## src/rtl/riscv_multicycle_control.sv

```systemverilog
// Multicycle RV32I control FSM: FETCH/DECODE/EXEC/MEM/WB with sticky
// illegal-opcode and memory-timeout traps plus a retired-instruction counter.
module riscv_multicycle_control #(
    parameter int TIMEOUT = 16,
    parameter int CNT_W   = 32
) (
    input  logic             clk,
    input  logic             rst,
    input  logic [6:0]       opcode,
    input  logic             mem_ready,
    output logic [2:0]       state,
    output logic             mem_req,
    output logic             mem_we,
    output logic             ir_write,
    output logic             pc_write,
    output logic             Branch,
    output logic             Jump,
    output logic             RegWrite,
    output logic             MemRead,
    output logic             MemWrite,
    output logic             ALUSrc,
    output logic [1:0]       ALUOp,
    output logic             illegal,
    output logic             timeout,
    output logic [CNT_W-1:0] retired
);

    typedef enum logic [2:0] {
        S_FETCH  = 3'd0,
        S_DECODE = 3'd1,
        S_EXEC   = 3'd2,
        S_MEM    = 3'd3,
        S_WB     = 3'd4,
        S_TRAP   = 3'd5
    } state_t;

    localparam logic [6:0] OP_R     = 7'b0110011;
    localparam logic [6:0] OP_I     = 7'b0010011;
    localparam logic [6:0] OP_LD    = 7'b0000011;
    localparam logic [6:0] OP_ST    = 7'b0100011;
    localparam logic [6:0] OP_BR    = 7'b1100011;
    localparam logic [6:0] OP_LUI   = 7'b0110111;
    localparam logic [6:0] OP_AUIPC = 7'b0010111;
    localparam logic [6:0] OP_JAL   = 7'b1101111;
    localparam logic [6:0] OP_JALR  = 7'b1100111;

    state_t     st, nx;
    logic [6:0] op_q;
    logic [7:0] wcnt, wcnt_d;
    logic       set_ill, set_to, req, wait_hit, legal;
    logic       is_i, is_ld, is_st, is_br, is_lui, is_auipc, is_jal, is_jalr;

    assign state    = st;
    assign is_i     = (op_q == OP_I);
    assign is_ld    = (op_q == OP_LD);
    assign is_st    = (op_q == OP_ST);
    assign is_br    = (op_q == OP_BR);
    assign is_lui   = (op_q == OP_LUI);
    assign is_auipc = (op_q == OP_AUIPC);
    assign is_jal   = (op_q == OP_JAL);
    assign is_jalr  = (op_q == OP_JALR);
    assign legal    = opcode inside {OP_R, OP_I, OP_LD, OP_ST, OP_BR,
                                     OP_LUI, OP_AUIPC, OP_JAL, OP_JALR};
    // Ready in the last allowed wait cycle wins over the timeout
    assign wait_hit = (wcnt == 8'(TIMEOUT - 1)) && !mem_ready;

    always_comb begin
        nx       = st;
        set_ill  = 1'b0;
        set_to   = 1'b0;
        req      = 1'b0;
        mem_we   = 1'b0;
        ir_write = 1'b0;
        pc_write = 1'b0;
        Branch   = 1'b0;
        Jump     = 1'b0;
        RegWrite = 1'b0;
        MemRead  = 1'b0;
        MemWrite = 1'b0;
        ALUSrc   = 1'b0;
        ALUOp    = 2'b00;
        unique case (st)
            S_FETCH: begin
                req = 1'b1;
                if (mem_ready) begin
                    ir_write = 1'b1;
                    nx       = S_DECODE;
                end else if (wait_hit) begin
                    set_to = 1'b1;
                    nx     = S_TRAP;
                end
            end
            S_DECODE: begin
                if (legal) begin
                    nx = S_EXEC;
                end else begin
                    set_ill = 1'b1;
                    nx      = S_TRAP;
                end
            end
            S_EXEC: begin
                ALUSrc = is_i | is_ld | is_st | is_lui | is_auipc | is_jalr;
                if (is_br) begin
                    ALUOp    = 2'b01;
                    Branch   = 1'b1;
                    pc_write = 1'b1;
                    nx       = S_FETCH;
                end else if (is_ld || is_st) begin
                    ALUOp = 2'b10;
                    nx    = S_MEM;
                end else begin
                    nx = S_WB;
                end
            end
            S_MEM: begin
                req      = 1'b1;
                ALUOp    = 2'b10;
                ALUSrc   = 1'b1;
                MemRead  = is_ld;
                MemWrite = is_st;
                mem_we   = is_st;
                if (mem_ready) begin
                    if (is_st) begin
                        pc_write = 1'b1;
                        nx       = S_FETCH;
                    end else begin
                        nx = S_WB;
                    end
                end else if (wait_hit) begin
                    set_to = 1'b1;
                    nx     = S_TRAP;
                end
            end
            S_WB: begin
                RegWrite = 1'b1;
                pc_write = 1'b1;
                Jump     = is_jal | is_jalr;
                nx       = S_FETCH;
            end
            S_TRAP: nx = S_TRAP;
            default: nx = S_FETCH;
        endcase

        wcnt_d = (req && !mem_ready && nx == st) ? wcnt + 8'd1 : 8'd0;

        if (rst) begin
            req      = 1'b0;
            mem_we   = 1'b0;
            ir_write = 1'b0;
            pc_write = 1'b0;
            Branch   = 1'b0;
            Jump     = 1'b0;
            RegWrite = 1'b0;
            MemRead  = 1'b0;
            MemWrite = 1'b0;
            ALUSrc   = 1'b0;
            ALUOp    = 2'b00;
        end
    end

    assign mem_req = req;

    always_ff @(posedge clk) begin
        if (rst) begin
            st      <= S_FETCH;
            op_q    <= 7'd0;
            wcnt    <= 8'd0;
            retired <= '0;
            illegal <= 1'b0;
            timeout <= 1'b0;
        end else begin
            st   <= nx;
            wcnt <= wcnt_d;
            if (st == S_DECODE) op_q <= opcode;
            if (set_ill) illegal <= 1'b1;
            if (set_to) timeout <= 1'b1;
            if (pc_write) retired <= retired + CNT_W'(1);
        end
    end

endmodule

```

## config.mk

```make
export PLATFORM = sky130hd
export DESIGN_NAME = riscv_multicycle_control
export DESIGN_NICKNAME = d
export VERILOG_FILES = /design/src/rtl/riscv_multicycle_control.sv
export SDC_FILE = /design/constraint.sdc
export NUM_CORES = 1
export LEC_CHECK = 0
export ABC_AREA = 1
export CORE_AREA = 3 3 78 80
export CTS_CLUSTER_SIZE = 30
export DETAILED_ROUTE_END_ITERATION = 10
export DIE_AREA = 0 0 81 83
export PLACE_DENSITY = 0.85
export SYNTH_ARGS = -nofsm -noshare
export SYNTH_HDL_FRONTEND = slang
export SYNTH_SLANG_ARGS = --single-unit
```

## constraint.sdc

```tcl
create_clock -name clk -period 4.4 [get_ports clk]
set_input_delay 0.88 -clock clk [delete_from_list [all_inputs] [get_ports clk]]
set_output_delay 0.88 -clock clk [all_outputs]
set_load 0.01 [all_outputs]
```

== After elaboration in Yosys (flattened, before gate mapping) ==
Cells that the tools add are included.

* Equal/unequal tests: 24
* Mux-type cells: 39
* Reductions and logical operators: 9
* Add/sub/neg operators: 2
* Bitwise gates (word level): 7

{| class="wikitable"
|+ Operators with widths
! operator !! count
|-
| $eq A7 B7 Y1 const B || 6
|-
| $eq A7 B6 Y1 const B || 5
|-
| $add A32 B1 Y32 const B || 1
|-
| $eq A7 B5 Y1 const B || 4
|-
| $mux W1 || 25
|-
| $mux W3 || 7
|-
| $pmux W3 S5 || 1
|-
| $eq A7 B2 Y1 const B || 2
|-
| $reduce_bool A9 Y1 || 1
|-
| $add A8 B1 Y8 const B || 1
|-
| $eq A8 B4 Y1 const B || 1
|-
| $eq A3 B2 Y1 const B || 2
|-
| $eq A3 B3 Y1 const B || 2
|-
| $mux W2 || 3
|-
| $or A1 B1 Y1 || 6
|-
| $pmux W2 S2 || 1
|-
| $reduce_or A2 Y1 || 2
|-
| $eq A3 B1 Y1 const B || 1
|-
| $eq A3 B3 Y1 || 1
|-
| $logic_and A1 B1 Y1 || 3
|-
| $logic_not A3 Y1 || 1
|-
| $pmux W1 S3 || 1
|-
| $pmux W1 S2 || 1
|-
| $logic_not A1 Y1 || 1
|-
| 2 further kinds || 2
|}

* Logic and storage cells: 87
* Output and inout bits: 49
* Bits in registers: 52

== Depth between registers and ports, before layout ==
Gate-level depths: netlist of the first run.

* Word-level depth: 9
* Mapped depth: 11
* Gate-level depth less buffers: 11

== Worst setup path before layout of the first run ==
Ideal clock, no wire load.

* Path kind: input -> output
* Start point: input port rst
* End point: output port pc_write
* Arrival time: 1.780 ns
* Setup slack: 1.740 ns
* Data required time: 3.520 ns
* Stages: 8
* Buffers on the path: 3
* Cells stage by stage: buf_2 > inv_2 > nand2_1 > nor3_1 > nand3_1 > nand3_2 > buf_6 > buf_6

* Longest elaborated chain between the ends: 1

{| class="wikitable"
|+ RTL lines
! what !! line !! text
|-
| from (decl) || 8 || <nowiki>input logic rst,</nowiki>
|-
| $mux W1 || 146 || <nowiki>if (rst) begin</nowiki>
|-
| to (decl) || 15 || <nowiki>output logic pc_write,</nowiki>
|}

Every way passes these cells.

== Worst setup path in the final report of the first run ==
* Start point: input port rst
* End point: output port Jump

* Longest elaborated chain between the ends: 1

{| class="wikitable"
|+ RTL lines
! what !! line !! text
|-
| $mux W1 || 146 ||
|-
| to (decl) || 17 || <nowiki>output logic Jump,</nowiki>
|}

Every way passes these cells.

==> results.json, run 1 <==
{
  "status": "complete, no violations",
  "grt_pass1_wl_mm": 13.59,
  "ant_nets": 0,
  "hp-class": "flip-flop to flip-flop",
  "wl_per_cell_um": 12.81,
  "max_clock_freq_ghz": 0.2819,
  "drc": 0,
  "globalplace.congestion": 0.9340,
  "finalMaxSlewViolations": 0,
  "hold_depth": 1,
  "grt_overflow": 0,
  "async_flop_share_pct": 0,
  "cp.required_ps": 3520,
  "dpl.hpwl_mm": 5.831,
  "ir_drop_v": 0.0001815,
  "synth_edf_count": 0,
  "post_cts_resized": 0,
  "arrival_ps": 2670,
  "synth_area_leaders": "dfxtp_1 34%, nand2_1 21%, nor2_1 9.2%",
  "cts_hold_buf": 0,
  "slew_headroom_pct": 56.36,
  "synth_area_per_cell_um2": 6.248,
  "cts_buffers": 5,
  "end_kind": "primary output",
  "die-area_mm2": 0.006723,
  "synth_common_cells": "168 x nand2_1, 75 x nor2_1, 52 x dfxtp_1",
  "synth_seq_area_share_pct": 34.07,
  "worstMarginPinSlew_ps": 652.2,
  "ys.flop_type": "dfxtp_1",
  "wirelength_mm": 7.891,
  "postCtsSetupBuffers": 0,
  "netlist_instances": 489,
  "synth_top_cell_by_area": "dfxtp_1",
  "crit_path_start_kind": "primary input",
  "total_leakage_power_nw": 1.356,
  "syn-cell-area_mm2": 0.003055,
  "power.total_mw": 0.9529,
  "chipWidth_um": 81,
  "hold_viol_final": 0,
  "fin_nets": 555,
  "skew_ps": 12.08,
  "antenna_found_initial": 0,
  "port_buffers": 58,
  "syn_nets": 501,
  "place_area_mm2": 0.003655,
  "grt_max_degree": 38,
  "row_count": 27,
  "first_iter_violations": 321,
  "setup_violations": 0,
  "synth.most_common_cell": "nand2_1",
  "crit_path_max_fanout": 17,
  "drt_first_pass_iters": 5,
  "clock_path_buffers": 2,
  "root_buffer": "clkbuf_8",
  "period_needed_ps": 3548,
  "ys_ff_latch": 52,
  "synth_top_area_share_pct": 34.07,
  "die_h_um": 83,
  "synth_cell_types": 31,
  "htreeDepth": 2,
  "clock_sinks": 52,
  "synth_warnings": 0,
  "core_mm2": 0.005473,
  "layout-drive-gt1-share_pct": 4.412,
  "fin_area_mm2": 0.003749,
  "cap_viol_max_count": 0,
  "setup_slack_ps": 852.1,
  "fill_cells": 505,
  "path_clk_slew_ps": 100,
  "grt_pass1_vias": 3173,
  "reg2reg_depth": 10,
  "rsz0062_at_grt": "false",
  "synthToLayoutAreaGrowth_pct": 22.69,
  "finalCritPeriodShare_pct": 80.63,
  "track_usage_pct": 24.86,
  "power_density_mw_per_mm2": 254.2,
  "cts_tree": "yes",
  "setup-tns-final_ps": 0,
  "pre_cts_slack_ps": 876.7,
  "criticalPathCategory": "primary input to primary output",
  "clock_latency_ps": 320,
  "io_pins": 59,
  "viasPerCell": 5.289,
  "diodes": 0,
  "start_util_pct": 55.83,
  "vias": 3258
}
metal layers:
layer / global-route usage [%] / up-vias / share of wire (%)
li1: - / 1647 / -
met1: 29.91 / 1473 / 44
met2: 43.24 / 121 / 49
met3: 4.772 / 17 / 5.7
met4: 8.602 / 0 / 2.0
met5: 0 / - / 0
flip-flops by register name, indices dropped and copies added (netlist names):
| name | cells |
|---|---|
| retired | 32 |
| wcnt | 8 |
| timeout | 1 |
| illegal | 1 |
| state | 3 |
| op_q | 7 |
cell families (layout without fill, tap and decap cells):
group,count (synthesis),after routing,synth area share (%)
compound gates,55,55,9.255
xor+xnor,23,23,6.593
fa+ha+maj,2,2,0.8189
buf+inv,60,115,8.599
flops,52,52,34.07
simple gates,297,297,40.66
report_power, final:
group	switching [mW]	internal, mW
Sequential	0.0215	0.491
Clock	0.177	0.116
Combinational	0.0919	0.0557
path summary, 6_finish.rpt:
| check | startpoint | end | slack [ps] |
|---|---|---|---|
| worst min-delay path | wcnt[0]$_SDFF_PP0_ | wcnt[0]$_SDFF_PP0_ | 460 |
| worst min register to register | wcnt[0]$_SDFF_PP0_ | wcnt[0]$_SDFF_PP0_ | 460 |
| worst max-delay path | rst | Jump | 850 |
| worst max register to register | state[1]$_SDFF_PP0_ | retired[7]$_SDFFE_PP0P_ | 2210 |
cells in the final DEF (no fill, tap or decap), types with 2 or more instances in the layout:
cell,count
a21oi_1,40
a31oi_1,2
buf_4,2
clkbuf_8,5
clkdlybuf4s50_1,58
dfxtp_1,52
ha_1,2
inv_1,41
inv_2,6
inv_6,2
nand2_1,168
nand3_1,16
nand3b_1,4
nand4_1,7
nor2_1,75
nor2_2,2
nor3_1,17
o21ai_0,11
xnor2_1,5
xor2_1,18
final cells by class:
| class | count | area (um^2) | area share (%) |
|---|---|---|---|
| Inverter | 47 | 176.4 | 4.706 |
| Multi-Input combinational cell | 377 | 1752 | 46.73 |
| Tap cell | 72 | 90.09 | 2.403 |
| Clock buffer | 5 | 68.82 | 1.836 |
| Timing Repair Buffer | 60 | 595.6 | 15.89 |
| Clock inverter | 3 | 25.02 | 0.6676 |
| Sequential cell | 52 | 1041 | 27.77 |
per-stage QoR:
stage,util [%],instances,hold slack [ps]
floorplan,-,489,417.9
detailed placement,66.78,608,449.3
finish,68.50,616,459.9
global placement,66.78,608,429.4
CTS,68.50,616,466.5
global route,68.50,616,484.9
worst max-delay path, stage by stage:
cell	delay [ps]
clkdlybuf4s50_1	430
inv_2	220
nand3_1	220
nor4_1	310
clkdlybuf4s50_1	610
Note: power is estimated with default switching activity, not from simulation.
==> inputs of run 2 (changes only) <==
Settings changed: CORE_AREA 3 3 78 80 to 3 3 85 87, DIE_AREA 0 0 81 83 to 0 0 88 90, PLACE_DENSITY 0.85 to 0.76.
Clock period 4.4 ns to 2.9 ns, I/O delays scaled along.
==> run 2 against run 1 <==
Critical path type unchanged. Via count fell by 2.2%. Sequential cell count did not move. Critical path depth is 1 lower. Final cell count rose by 1.1%. Largest power group unchanged. Utilization down 8.8 points. Worst setup slack lost 690 ps. Hold slack worse by 0.53 ps. Register-to-register slack lost 1500 ps. Non-clock buffer count is 2 higher. Die area is 18% higher. Largest cell class unchanged.
==> results.json, run 2 (same netlist as run 1, synthesis figures left out) <==
{
  "setup-tns-final_ps": 0,
  "fin_nets": 557,
  "track_usage_pct": 20.29,
  "end_kind": "primary output",
  "finalCritPeriodShare_pct": 94.42,
  "chipWidth_um": 88,
  "grt_max_degree": 38,
  "power_frac_seq_pct": 46.1,
  "arrival_ps": 2160,
  "clock_path_buffers": 2,
  "first_iter_violations": 163,
  "max_clock_freq_ghz": 0.3652,
  "drt_first_pass_iters": 4,
  "core_mm2": 0.006422,
  "crit_buf_inv": 3,
  "dpl.hpwl_mm": 5.801,
  "grt_pass1_vias": 3039,
  "die_h_um": 90,
  "vias": 3185,
  "grt_pass1_wl_mm": 13.23,
  "globalplace.congestion": 0.9006,
  "final-instance-count-excl-fill": 623,
  "timing.reg2reg.setup_slack_ps": 740,
  "cp.required_ps": 2320,
  "crit_path_frequent_cell": "clkdlybuf4s50_1",
  "slew_headroom_pct": 68.52,
  "cts_hold_buf": 0,
  "period_needed_ps": 2738,
  "port_buffers": 58,
  "antenna_found_initial": 0,
  "cp_cell_sequence": "clkdlybuf4s50_1 -> buf_4 -> nor3_1 -> clkdlybuf4s50_1",
  "total_leakage_power_nw": 1.399,
  "power_density_mw_per_mm2": 439.1,
  "drc": 0,
  "status": "complete, no violations",
  "diodes": 0,
  "p_sw_share_pct": 24.88,
  "clock_latency_ps": 310,
  "cap_viol_max_count": 0,
  "finalMaxSlewViolations": 0,
  "largest_register_ffs": 32,
  "final_cell_mix": "168 x nand2_1, 75 x nor2_1, 58 x clkdlybuf4s50_1, 52 x dfxtp_1, 41 x inv_1",
  "wirelength_mm": 7.692,
  "root_buffer": "clkbuf_8",
  "max_stage_delay_ps": 590,
  "htreeDepth": 2,
  "ir_drop_v": 0.0002838,
  "crit_path_start_kind": "primary input",
  "grt_overflow": 0,
  "start_util_pct": 47.57,
  "p_clk_share_pct": 40.3,
  "viasPerCell": 5.112,
  "reg.largest.list": "retired x32, wcnt x8, op_q x7",
  "cts_tree": "yes",
  "io_pins": 59,
  "layout-drive-gt1-share_pct": 4.762,
  "switching_power_mw": 0.4190,
  "row_count": 29,
  "ant_nets": 0,
  "path_delay_family": "buffers and inverters",
  "cp_slowest_cell": "clkdlybuf4s50_1",
  "post_cts_resized": 0,
  "wl_per_cell_um": 12.35,
  "worstMarginPinSlew_ps": 470.6,
  "intPower_mw": 1.265,
  "hold_viol_final": 0,
  "place_inst": 615,
  "cts_buffers": 5,
  "regMostFlops": "retired",
  "fill_cells": 643,
  "postCtsSetupBuffers": 0,
  "die-area_mm2": 0.007920,
  "final_common_cell": "nand2_1",
  "hp-class": "flip-flop to flip-flop",
  "synthToLayoutAreaGrowth_pct": 25.51,
  "path_clk_slew_ps": 90,
  "rsz0062_at_grt": "false",
  "setup_violations": 0,
  "criticalPathCategory": "primary input to primary output",
  "p_comb_share_pct": 13.6,
  "clock_sinks": 52,
  "skew_ps": 4.811,
  "crit_path_max_fanout": 35
}
==> run 2: final cells by class <==
class,instances,area (um^2),share of cell area [%]
multi-input cells,377,1752,45.68
flip-flops and latches,52,1041,27.15
well taps,77,96.34,2.512
clock inverters,3,90.09,2.349
repair buffers,62,610.6,15.92
clock buffers,5,68.82,1.794
inverters,47,176.4,4.600
==> run 2: final timing paths <==
kind / cells after the start / from / endpoint
setup reg to reg: 10 / state[1]$_SDFF_PP0_ / retired[7]$_SDFFE_PP0P_
setup / recovery: 4 / rst / MemWrite
hold / removal: 2 / illegal$_SDFFE_PP0P_ / illegal$_SDFFE_PP0P_
hold reg to reg: 2 / illegal$_SDFFE_PP0P_ / illegal$_SDFFE_PP0P_
==> run 2: through the flow <==
step	hold WS, ps	total power, mW	setup slack [ps]	utilization [%]	instance area [um^2]
3_5_place_dp	448.6	1.020	162.6	57.24	3676
2_1_floorplan	417.9	0.9388	840.1	-	3055
6_report	459.4	1.684	161.9	59.71	3835
4_1_cts	466.0	1.699	146.2	59.71	3835
3_3_place_gp	430.0	1.014	207.7	57.24	3676
5_1_grt	498.9	1.766	57.91	59.71	3835
==> run 2: worst register-to-register path: stages (launching register included) <==
cell     delay (ps)
dfxtp_1         410
inv_2            70
nor2_1          160
nand2_2         130
nor3_1          170
nand3_1         110
nand3_2         110
buf_4           360
inv_2           310
nand2_1         150
a21oi_1          60
==> run 2: metal layers <==
layer  vias up  GRT usage [%]  routed length [um]  part of all wire (%)
met5         -              0                   0                     0
met2       102          34.92                3688                    48
met1      1428          25.13                3438                    45
met4         0          4.859                  42                  0.55
met3         6          4.753                 523                   6.8
li1       1649              -                   -                     -
==> run 2: power by group through the flow <==
stage	registers (mW)	clock network (mW)	logic, mW
finish	0.776	0.678	0.229
global route	0.783	0.725	0.258
CTS	0.776	0.694	0.229
detailed placement	0.792	0	0.228
global placement	0.791	0	0.224
floorplan	0.790	0	0.149
